--- src/rtl/cordic_iteration_sequencer.sv ---
// Iteration sequencer for the iterative CORDIC datapath: load/iterate strobes, shift schedule, termination.
// Optional early termination on a zero residual is compiled in with `define CORDIC_EARLY_TERM_EN.
module cordic_iteration_sequencer #(
  parameter int unsigned BIT_WIDTH  = 64,
  parameter int unsigned ITERATIONS = BIT_WIDTH,
  parameter int unsigned IDX_W      = $clog2(ITERATIONS),
  parameter int unsigned CNT_W      = $clog2(ITERATIONS) + 1
) (
  input  logic                 clk,
  input  logic                 rst,
  input  logic                 start,
  input  logic                 mode_bit,
  input  logic [1:0]           coordinate_system,
  input  logic [BIT_WIDTH-1:0] y_residual,
  input  logic [BIT_WIDTH-1:0] z_residual,
  output logic                 busy,
  output logic                 load,
  output logic                 iter_en,
  output logic [IDX_W-1:0]     shift_idx,
  output logic [CNT_W-1:0]     iter_count,
  output logic                 done,
  output logic                 term_cause
);

  localparam int unsigned      REP_W     = IDX_W + 2;
  localparam logic [IDX_W-1:0] LAST_IDX  = IDX_W'(ITERATIONS - 1);
  localparam logic [REP_W-1:0] FIRST_REP = REP_W'(4);

  typedef enum logic [1:0] {S_IDLE, S_LOAD, S_ITER, S_DONE} state_e;

  state_e           state_q, state_d;
  logic             mode_q, mode_d;
  logic             hyp_q, hyp_d;
  logic             step_q, step_d;
  logic             busy_q, busy_d;
  logic             load_q, load_d;
  logic             done_q, done_d;
  logic             cause_q, cause_d;
  logic [IDX_W-1:0] idx_q, idx_d;
  logic [CNT_W-1:0] cnt_q, cnt_d;
  logic [REP_W-1:0] rep_q, rep_d;
  logic             converged;
  logic             repeat_now;

`ifdef CORDIC_EARLY_TERM_EN
  assign converged = (mode_q ? (y_residual == '0) : (z_residual == '0)) && (cnt_q >= CNT_W'(2));
`else
  logic unused_residuals;
  assign unused_residuals = ^{y_residual, z_residual, mode_q};
  assign converged        = 1'b0;
`endif

  assign repeat_now = hyp_q && ({2'b00, idx_q} == rep_q);

  always_comb begin
    state_d = state_q;
    mode_d  = mode_q;
    hyp_d   = hyp_q;
    step_d  = 1'b0;
    busy_d  = busy_q;
    load_d  = 1'b0;
    done_d  = 1'b0;
    cause_d = cause_q;
    idx_d   = idx_q;
    cnt_d   = cnt_q;
    rep_d   = rep_q;
    unique case (state_q)
      S_IDLE: begin
        if (start) begin
          state_d = S_LOAD;
          mode_d  = mode_bit;
          hyp_d   = coordinate_system[1];
          busy_d  = 1'b1;
          load_d  = 1'b1;
          cause_d = 1'b0;
          cnt_d   = '0;
          idx_d   = coordinate_system[1] ? IDX_W'(1) : '0;
          rep_d   = FIRST_REP;
        end
      end
      S_LOAD: begin
        state_d = S_ITER;
        step_d  = 1'b1;
      end
      S_ITER: begin
        // step_q low means the schedule is exhausted, so it also wins term_cause over converged.
        if (!step_q || converged) begin
          state_d = S_DONE;
          done_d  = 1'b1;
          cause_d = step_q;
        end else begin
          cnt_d = cnt_q + 1'b1;
          if (repeat_now) begin
            rep_d = REP_W'(rep_q * 3 + 1);
          end else begin
            idx_d = idx_q + 1'b1;
          end
          step_d = !((idx_q == LAST_IDX) && !repeat_now);
        end
      end
      S_DONE: begin
        state_d = S_IDLE;
        busy_d  = 1'b0;
      end
      default: state_d = S_IDLE;
    endcase
  end

  always_ff @(posedge clk) begin
    if (rst) begin
      state_q <= S_IDLE;
      mode_q  <= 1'b0;
      hyp_q   <= 1'b0;
      step_q  <= 1'b0;
      busy_q  <= 1'b0;
      load_q  <= 1'b0;
      done_q  <= 1'b0;
      cause_q <= 1'b0;
      idx_q   <= '0;
      cnt_q   <= '0;
      rep_q   <= '0;
    end else begin
      state_q <= state_d;
      mode_q  <= mode_d;
      hyp_q   <= hyp_d;
      step_q  <= step_d;
      busy_q  <= busy_d;
      load_q  <= load_d;
      done_q  <= done_d;
      cause_q <= cause_d;
      idx_q   <= idx_d;
      cnt_q   <= cnt_d;
      rep_q   <= rep_d;
    end
  end

  // iter_en is the registered schedule strobe, dropped in the same cycle the watched residual reads zero.
  assign iter_en    = step_q & ~converged;
  assign busy       = busy_q;
  assign load       = load_q;
  assign shift_idx  = idx_q;
  assign iter_count = cnt_q;
  assign done       = done_q;
  assign term_cause = cause_q;

endmodule

--- config.mk ---
export PLATFORM = sky130hd
export DESIGN_NAME = cordic_iteration_sequencer
export DESIGN_NICKNAME = d
export VERILOG_FILES = /design/src/rtl/cordic_iteration_sequencer.sv
export SDC_FILE = /design/constraint.sdc
export NUM_CORES = 1
export LEC_CHECK = 0
export BUFFER_PORTS_ARGS = -buffer_cell sky130_fd_sc_hd__clkbuf_2
export CAP_MARGIN = 20
export CORE_UTILIZATION = 38
export CTS_BUF_LIST = sky130_fd_sc_hd__clkbuf_4
export DETAILED_ROUTE_END_ITERATION = 10
export PLACE_DENSITY_LB_ADDON = 0.05
export SLEW_MARGIN = 5
export SYNTH_ARGS = -nofsm -noshare
export SYNTH_HDL_FRONTEND = slang
export SYNTH_SLANG_ARGS = --single-unit
--- constraint.sdc ---
create_clock -name clk -period 2.59 [get_ports clk]
set_input_delay 0.3885 -clock clk [delete_from_list [all_inputs] [get_ports clk]]
set_output_delay 0.3885 -clock clk [all_outputs]
set_load 0.02 [all_outputs]
==> flow_summary.yaml, run 1 <==
status:
  status: "complete, no violations"
timing:
  final.period_utilization: 0.8629
  fmax_mhz: 447.5
  worst_hold_slack_ps: 313.7
  rsz0062_at_grt: "false"
  totalNegativeSetupSlack_ps: 0
  setup_violations: 0
  fin_skew_ps: 16.77
  tightest_slew_ps: 544.9
  min_period_ps: 2235
  relSlewSlack: 0.6339
  final-hold-violation-count: 0
  slew_violations: 0
logic_synthesis:
  synth_edf_count: 0
  ys_seq_area_frac: 0.3451
  synth-main-ff-cell: "dfxtp_1"
  synth_seq_cells: 28
  ys_types: 45
  synth_most_common_cell: "dfxtp_1"
  syn_nets: 336
  netlist_area_um2: 1624
  yosysTopAreaCell: "dfxtp_1"
  synth-async-reset-ratio: 0
  synth_warnings: 0
  syn_inst: 187
  synthTopCellsByCount: "28 x dfxtp_1, 21 x nand2_1, 15 x nor2_1"
  synth_top_area_share: 0.3451
  synthTopCellsByArea: "dfxtp_1 35%, ha_1 11%, xor2_1 5.4%"
  syn_area_per_cell_um2: 8.685
cts:
  clockBufferDepth: 2
  htree_levels: 1
  cts_tree: "built"
  cts_sinks: 28
  clk_latency_ps: 330
  cts_setup_buffers: 0
  cts_resized: 0
  cts_buffers: 3
  cts_root_buf: "clkbuf_4"
  clk_pin_slew_ps: 140
  cts_hold_buf: 0
power_and_ir_drop:
  switching_share: 0.4192
  ir_drop_uv: 423.3
  power_density_nw_per_um2: 688.3
  pwr-share-seq: 0.429
  intPower_w: 0.0007183
  combPwrFrac: 0.419
  p_total_w: 0.001237
  switchingPower_w: 0.0005184
  cellLeakagePower_nw: 0.7884
  clkPwrFrac: 0.152
drt:
  totalWireLength_mm: 3.507
  ant_nets: 0
  drtIter0Drc: 41
  drc: 0
  via_per_inst: 5.391
  dr.pass1.iters: 4
  dr_total_vias: 1391
  wl_per_cell_um: 13.59
floorplan:
  coreArea_um2: 4058
  die_area_um2: 4539
  rows: 23
  die_w_um: 67.38
  initial_utilization: 0.4002
  pin_count: 152
  dieHeight_um: 67.38
worst_setup_path:
  slowest_stage: "nor2_1"
  critical_path_buf_inv_count: 1
  crit_required_ps: 2870
  slowest_delay_ps: 470
  critPathLaunchType: "register"
  cp.arrival_ps: 2510
  critPathKind: "register to register"
  critPathCaptureType: "register"
  cp_max_fo: 11
  critPathTopFamily: "simple AND/OR/NAND/NOR gates"
  cp_cell_sequence: "inv_1, ha_1, nand2_1, or3_1, nor2_1, a32o_1"
grt:
  grt_pass1_vias: 1307
  antenna_found_initial: 0
  grt_pass1_wl_mm: 5.830
  grt_max_degree: 16
  gr-total-overflow: 0
  met3_usage: 0.04054
  track_usage: 0.1716
  met1_usage: 0.2176
  busiest_layer: "met2"
  gr-usage-met2: 0.2950
placement:
  gp_congestion: 0.7422
  portBuffers: 20
  hpwl_mm: 2.661
  place_area_um2: 1770
hold_path:
  hold_path.class: "input port to register"
final_layout:
  finalNetCount: 358
  finalInstanceArea_um2: 1797
  drive_gt1_frac: 0.1635
  num_antenna_cells: 0
  area_delta_synth_final_pct: 10.63
run:
  cap_violations: 0
-- flip-flops by register name (all words and copies together) (netlist names) --
| signal | count |
|---|---|
| hyp_q | 1 |
| rep_q | 8 |
| load | 1 |
| done | 1 |
| state_q | 2 |
| busy | 1 |
| shift_idx | 6 |
| iter_count | 7 |
| iter_en | 1 |
-- per-layer routing --
layer | vias up | share of wire
met4 | 0 | 0.0051
li1 | 716 | -
met3 | 2 | 0.026
met2 | 18 | 0.46
met5 | - | 0
met1 | 655 | 0.51
-- placed cells by master, fill, tap and decap left out, types with 2 or more instances in the layout --
cell type,instances
dfxtp_1,28
nand2_1,21
clkbuf_2,20
nor2_1,15
a21oi_1,14
ha_1,14
xor2_1,10
inv_1,9
o21ai_0,8
nand2b_1,6
nand3_1,6
or3_1,5
a32o_1,5
nand4_1,4
o311ai_0,4
o21a_1,3
clkbuf_4,3
nor2b_1,2
a31o_2,2
or4_1,2
o41ai_1,2
buf_4,2
-- cell type report --
cell class                      count  area, um2
Clock buffer                        3      22.52
Multi-Input combinational cell    145      998.5
Inverter                            9      33.78
Clock inverter                      1      3.754
Sequential cell                    28      560.5
Tap cell                           50      62.56
Fill cell                         422       2261
Timing Repair Buffer               22      115.1
-- worst reg2reg max path: cells and delay by family (launching register included) --
family          cells  cell delay [ps]
compound gates      1              240
flops               1              360
buf+inv             1              100
simple gates        3             1090
fa+ha+maj           1              390
-- cell families (layout without fill, tap and decap cells) --
kind of cell    count (synthesis)  in the layout  share of synthesized area
simple gates                   72             72                     0.2342
flops                          28             28                     0.3451
compound gates                 45             45                     0.1911
other cells                     1              1                   0.002309
buf+inv                        14             35                    0.04006
fa+ha+maj                      15             15                     0.1202
mux                             2              2                    0.01310
xor+xnor                       10             10                    0.05393
-- power by group through the flow --
stage / clock, W / sequential [W] / combinational, W
after floorplan: 0 / 0.000555 / 0.000370
after global routing: 0.000218 / 0.000539 / 0.000579
after detailed placement: 0 / 0.000540 / 0.000516
final: 0.000188 / 0.000531 / 0.000518
after global placement: 0 / 0.000538 / 0.000513
after CTS: 0.000200 / 0.000531 / 0.000520
-- through the flow --
| step | setup slack (ps) | cells | utilization |
|---|---|---|---|
| global route | 218.7 | 258 | 0.4428 |
| floorplan | 794.8 | 187 | - |
| detailed placement | 389.5 | 254 | 0.4363 |
| global placement | 430.6 | 254 | 0.4363 |
| CTS | 355.4 | 258 | 0.4428 |
| finish | 355.2 | 258 | 0.4428 |
-- final timing paths --
| path | from | end | slack, ps | cells after the start |
|---|---|---|---|---|
| min | coordinate_system[1] | hyp_q | 310 | 3 |
| min reg2reg | hyp_q | hyp_q | 480 | 2 |
| max | state_q[0] | rep_q[6] | 360 | 6 |
| max reg2reg | state_q[0] | rep_q[6] | 360 | 6 |
(Power assumes the default switching activity.)
==> inputs of run 2 (changes only) <==
--- a/config.mk
+++ b/config.mk
@@ -7,10 +7,10 @@
 export LEC_CHECK = 0
 export BUFFER_PORTS_ARGS = -buffer_cell sky130_fd_sc_hd__clkbuf_2
 export CAP_MARGIN = 20
-export CORE_UTILIZATION = 38
+export CORE_UTILIZATION = 40
 export CTS_BUF_LIST = sky130_fd_sc_hd__clkbuf_4
 export DETAILED_ROUTE_END_ITERATION = 10
-export PLACE_DENSITY_LB_ADDON = 0.05
+export PLACE_DENSITY = 0.82
 export SLEW_MARGIN = 5
 export SYNTH_ARGS = -nofsm -noshare
 export SYNTH_HDL_FRONTEND = slang
==> constraint.sdc (replaced) <==
create_clock -name clk -period 2.7 [get_ports clk]
set_input_delay 0.405 -clock clk [delete_from_list [all_inputs] [get_ports clk]]
set_output_delay 0.405 -clock clk [all_outputs]
set_load 0.02 [all_outputs]
==> flow_summary.yaml, run 2 (same netlist as run 1, synthesis figures left out) <==
status:
  status: "complete, no violations"
placement:
  gp_congestion: 0.8246
  post-place-ws_ps: 592.6
  hpwl_mm: 2.449
  dp_cells: 250
  portBuffers: 20
timing:
  rsz0062_at_grt: "false"
  fin_skew_ps: 2.103
  relSlewSlack: 0.5977
  setup_ws_ps: 536.6
  fmax_mhz: 462.2
  totalNegativeSetupSlack_ps: 0
  setup_violations: 0
  final.period_utilization: 0.8013
  tightest_slew_ps: 603.5
  final-hold-violation-count: 0
  min_period_ps: 2163
  slew_violations: 0
power_and_ir_drop:
  cellLeakagePower_nw: 0.7905
  power_density_nw_per_um2: 702.1
  ir_drop_uv: 299.6
  p_total_w: 0.001268
grt:
  track_usage: 0.1725
  gr-total-overflow: 0
  grt_pass1_wl_mm: 5.823
  grt_pass1_vias: 1339
  grt_max_degree: 17
  antenna_found_initial: 0
drt:
  ant_nets: 0
  dr_total_vias: 1384
  drc: 0
  via_per_inst: 5.449
  dr.pass1.iters: 4
  totalWireLength_mm: 3.250
  wl_per_cell_um: 12.80
  drtIter0Drc: 66
cts:
  clk_latency_ps: 330
  cts_resized: 0
  clk_pin_slew_ps: 150
  cts_setup_buffers: 0
  cts_hold_buf: 0
  cts_root_buf: "clkbuf_4"
  htree_levels: 1
  cts_buffers: 3
  clockBufferDepth: 2
  cts_sinks: 28
  cts_tree: "built"
final_layout:
  finalNetCount: 356
  largest_register_ffs: 8
  num-fill-cells: 346
  area_delta_synth_final_pct: 11.17
  final_common_cell: "dfxtp_1"
  layout_common_cells: "28 x dfxtp_1, 21 x nand2_1, 20 x clkbuf_2, 15 x nor2_1"
  layout.cells.non_filler: 254
  drive_gt1_frac: 0.1602
  largest-register: "rep_q"
  num_antenna_cells: 0
worst_setup_path:
  r2r_start: "state_q[0]"
  cp_cell_sequence: "inv_1, ha_1, nand2_1, or3_1, nor2_1, a32o_1"
  rrSetupSlack_ps: 540
  critPathLaunchType: "register"
  crit_required_ps: 2990
  r2r_end: "rep_q[7]"
  reg2reg_depth: 6
  critPathKind: "register to register"
  slowest_stage: "or3_1"
  cp.arrival_ps: 2450
  cp_max_fo: 11
  critPathCaptureType: "register"
  slowest_delay_ps: 440
floorplan:
  initial_utilization: 0.4307
  rows: 22
  dieHeight_um: 65.72
  coreArea_um2: 3771
  die_area_um2: 4319
  die_w_um: 65.72
  pin_count: 152
hold_path:
  hold_depth: 3
  holdPathEnd: "hyp_q"
  hold_path.class: "input port to register"
  hold_start: "coordinate_system[1]"
run:
  cap_violations: 0
-- run 2: changes by cell type in the layout (fill, tap and decap cells not counted), sizes merged --
cell / change
buf: -2
bufinv: +1
clkinv: -1
-- run 2: critical path, delay by kind of cell (launching register included) --
family	cells	cell delay, ps
fa+ha+maj	1	390
flops	1	360
buf+inv	1	120
compound gates	1	240
simple gates	3	1010
-- run 2: power breakdown --
| group | switching (W) | total [W] | internal [W] |
|---|---|---|---|
| clock | 0.000129 | 0.000279 | 0.000150 |
| sequential | 0.0000507 | 0.000510 | 0.000459 |
| combinational | 0.000311 | 0.000478 | 0.000167 |
-- run 2: cell type report --
cell class,instances,area [um2],share of cell area
Sequential cell,28,560.5,0.3105
Timing Repair Buffer,20,100.1,0.05544
Multi-Input combinational cell,145,998.5,0.5530
Inverter,9,33.78,0.01871
Clock buffer,3,22.52,0.01247
Clock inverter,1,30.03,0.01663
Tap cell,48,60.06,0.03326
-- run 2: worst max path at each step --
stage	cells past startpoint	slack, ps	endpoint	startpoint
floorplan	6	900	shift_idx[3]	state_q[0]
global placement	6	630	rep_q[0]	state_q[0]
detailed placement	6	590	rep_q[7]	state_q[0]
CTS	6	540	rep_q[7]	state_q[0]
global route	6	370	rep_q[0]	state_q[0]
finish	6	540	rep_q[7]	state_q[0]
-- run 2: routing by layer --
layer,share of wire,wire (um),GRT usage,up-vias
met5,0,0,0,-
met4,0.019,61,0.07609,0
met3,0.022,70,0.01563,6
met2,0.48,1565,0.2844,19
met1,0.48,1553,0.2257,645
li1,-,-,-,714
-- run 2: stage by stage --
| stage | hold slack (ps) | cell area, um2 | util |
|---|---|---|---|
| 2_1_floorplan | 436.6 | 1624 | - |
| 3_3_place_gp | 449.4 | 1753 | 0.4648 |
| 3_5_place_dp | 461.6 | 1753 | 0.4648 |
| 4_1_cts | 314.8 | 1805 | 0.4788 |
| 5_1_grt | 305.4 | 1805 | 0.4788 |
| 6_report | 315.9 | 1805 | 0.4788 |
==> inputs of run 3 (changes only) <==
--- a/config.mk
+++ b/config.mk
@@ -5,12 +5,13 @@
 export SDC_FILE = /design/constraint.sdc
 export NUM_CORES = 1
 export LEC_CHECK = 0
+export ABC_AREA = 1
 export BUFFER_PORTS_ARGS = -buffer_cell sky130_fd_sc_hd__clkbuf_2
 export CAP_MARGIN = 20
-export CORE_UTILIZATION = 40
+export CORE_UTILIZATION = 36
 export CTS_BUF_LIST = sky130_fd_sc_hd__clkbuf_4
 export DETAILED_ROUTE_END_ITERATION = 10
-export PLACE_DENSITY = 0.82
+export PLACE_DENSITY = 0.74
 export SLEW_MARGIN = 5
 export SYNTH_ARGS = -nofsm -noshare
 export SYNTH_HDL_FRONTEND = slang
==> constraint.sdc (replaced) <==
create_clock -name clk -period 1.81 [get_ports clk]
set_input_delay 0.2715 -clock clk [delete_from_list [all_inputs] [get_ports clk]]
set_output_delay 0.2715 -clock clk [all_outputs]
set_load 0.02 [all_outputs]
==> flow_summary.yaml, run 3 <==
status:
  status: "complete, no violations"
logic_synthesis:
  ys_seq_area_frac: 0.3011
  synth_top_area_share: 0.3011
  netlist_area_um2: 1862
  ys_types: 34
  synth_most_common_cell: "nand2_1"
  synthTopCellsByArea: "dfxtp_1 30%, nand2_1 14%, ha_1 9.4%"
  yosysTopAreaCell: "dfxtp_1"
  synth_seq_cells: 28
  syn_area_per_cell_um2: 6.649
  synth-async-reset-ratio: 0
  syn_inst: 280
  synth_edf_count: 0
  syn_nets: 429
  synth-main-ff-cell: "dfxtp_1"
  synthTopCellsByCount: "70 x nand2_1, 43 x inv_1, 29 x nand3_1"
  synth_warnings: 0
timing:
  final-hold-violation-count: 0
  setup_ws_ps: 101.7
  slew_violations: 0
  setup_violations: 0
  fin_skew_ps: 18.37
  totalNegativeSetupSlack_ps: 0
  final.period_utilization: 0.9438
  min_period_ps: 1708
  fmax_mhz: 585.4
  rsz0062_at_grt: "true"
cts:
  cts_sinks: 28
  cts_root_buf: "clkbuf_4"
  clockBufferDepth: 2
  cts_tree: "built"
  cts_buffers: 3
  htree_levels: 1
  clk_latency_ps: 340
  clk_pin_slew_ps: 170
  cts_hold_buf: 0
drt:
  wl_per_cell_um: 11.01
  drc: 0
  drtIter0Drc: 84
  ant_nets: 0
  dr.pass1.iters: 4
  totalWireLength_mm: 4.106
  via_per_inst: 4.764
  dr_total_vias: 1777
run:
  cap_violations: 0
power_and_ir_drop:
  combPwrFrac: 0.526
  switching_share: 0.4598
  power_density_nw_per_um2: 1222
  ir_drop_uv: 511.8
  clkPwrFrac: 0.161
  pwr-share-seq: 0.312
  switchingPower_w: 0.001207
  intPower_w: 0.001418
  cellLeakagePower_nw: 1.045
worst_setup_path:
  critPathCaptureType: "register"
  slowest_stage: "dfxtp_1"
  rrSetupSlack_ps: 100
  cp_cell_sequence: "inv_1, nand2_1, nand2_1, nor2_2, nand2_2, nor2_4, nand2_2, nand2_2, nand2_1, a21oi_1"
  crit_required_ps: 2100
  r2r_start: "shift_idx[5]"
  r2r_end: "shift_idx[3]"
  slowest_delay_ps: 480
  critPathKind: "register to register"
  critPathLaunchType: "register"
  cp.arrival_ps: 2000
  reg2reg_depth: 10
  cp_max_fo: 9
floorplan:
  dieHeight_um: 73.92
  pin_count: 152
  initial_utilization: 0.3840
  rows: 25
  die_w_um: 73.92
  coreArea_um2: 4848
  die_area_um2: 5463
final_layout:
  fin_util: 0.4431
  largest-register: "rep_q"
  num-fill-cells: 505
  finalNetCount: 456
  area_delta_synth_final_pct: 15.39
  num_antenna_cells: 0
  largest_register_ffs: 8
  layout_common_cells: "70 x nand2_1, 43 x inv_1, 29 x nand3_1, 24 x dfxtp_1"
  final_common_cell: "nand2_1"
  drive_gt1_frac: 0.1765
  finalInstanceArea_um2: 2148
grt:
  grt_max_degree: 19
  antenna_found_initial: 0
  gr-total-overflow: 0
  grt_pass1_wl_mm: 6.768
  track_usage: 0.1572
  grt_pass1_vias: 1530
placement:
  place_area_um2: 2067
  gp_congestion: 0.7887
  post-place-ws_ps: 119.4
  portBuffers: 20
  hpwl_mm: 3.167
hold_path:
  hold_path.class: "input port to register"
  hold_depth: 3
  holdPathEnd: "load"
  hold_start: "start"
==> run 3: cell count changes in the layout (fill, tap and decap cells not counted), sizes merged, moves of 4 or more <==
cell | previous run | this run
nand4 | 4 | 8
a21oi | 14 | 22
nand2 | 21 | 75
or3 | 5 | 0
a32o | 5 | 0
inv | 9 | 47
nand2b | 6 | 0
o311ai | 4 | 0
xor2 | 10 | 1
buf | 0 | 9
nand3 | 6 | 30
nor2 | 15 | 25
==> run 3: metrics by stage <==
step	power, W	hold slack (ps)	instances
2_1_floorplan	0.001823	340.6	280
3_3_place_gp	0.002097	471.0	368
3_5_place_dp	0.002129	482.9	368
4_1_cts	0.002547	185.8	372
5_1_grt	0.002850	190.9	373
6_report	0.002625	193.5	373
==> run 3: power groups by stage <==
stage | combinational, W | sequential, W | clock (W)
2_1_floorplan | 0.000950 | 0.000874 | 0
3_3_place_gp | 0.00127 | 0.000823 | 0
3_5_place_dp | 0.00130 | 0.000828 | 0
4_1_cts | 0.00131 | 0.000813 | 0.000429
5_1_grt | 0.00156 | 0.000838 | 0.000456
6_report | 0.00138 | 0.000820 | 0.000424
==> run 3: per-layer routing <==
| metal | global-route usage | share of wire |
|---|---|---|
| met1 | 0.2140 | 0.49 |
| met2 | 0.2677 | 0.47 |
| met3 | 0.02469 | 0.035 |
| met4 | 0.01923 | 0.0024 |
| met5 | 0 | 0 |
==> run 3: final cells by class <==
type | instances | area (um2) | area share
inverters | 47 | 183.9 | 0.08561
well taps | 67 | 83.83 | 0.03902
flip-flops and latches | 28 | 565.5 | 0.2632
repair buffers | 29 | 167.7 | 0.07804
clock inverters | 1 | 30.03 | 0.01398
multi-input cells | 198 | 1095 | 0.5096
clock buffers | 3 | 22.52 | 0.01048
==> run 3: kinds of logic after synthesis <==
logic type / after synthesis / synth area share
compound gates: 32 / 0.09342
xor+xnor: 4 / 0.01882
fa+ha+maj: 15 / 0.1048
buf+inv: 54 / 0.1169
flops: 28 / 0.3011
other cells: 1 / 0.002014
simple gates: 146 / 0.3629
==> run 3: critical path: cells and delay by family (launching register included) <==
kind / cells / cell delay [ps]
AND/OR/NAND/NOR: 8 / 970
AO/OA/AOI/OAI: 1 / 120
flip-flops: 1 / 480
buffers and inverters: 1 / 80
==> run 3: repair_timing <==
| action | CTS | global route |
|---|---|---|
| setup buffers | 0 | 1 |
| hold endpoints to repair | 0 | 0 |
| gates resized for setup | 0 | 8 |
| endpoints found under the setup margin | 0 | 8 |
==> run 3: worst max-delay path by stage <==
stage	start	endpoint	slack, ps	cells after the start
3_3_place_gp	state_q[0]	rep_q[2]	150	11
5_1_grt	state_q[0]	rep_q[2]	-10	12
4_1_cts	state_q[0]	rep_q[2]	110	12
2_1_floorplan	state_q[0]	iter_count[0]	230	8
3_5_place_dp	state_q[0]	rep_q[2]	120	12
6_report	shift_idx[5]	shift_idx[3]	100	10
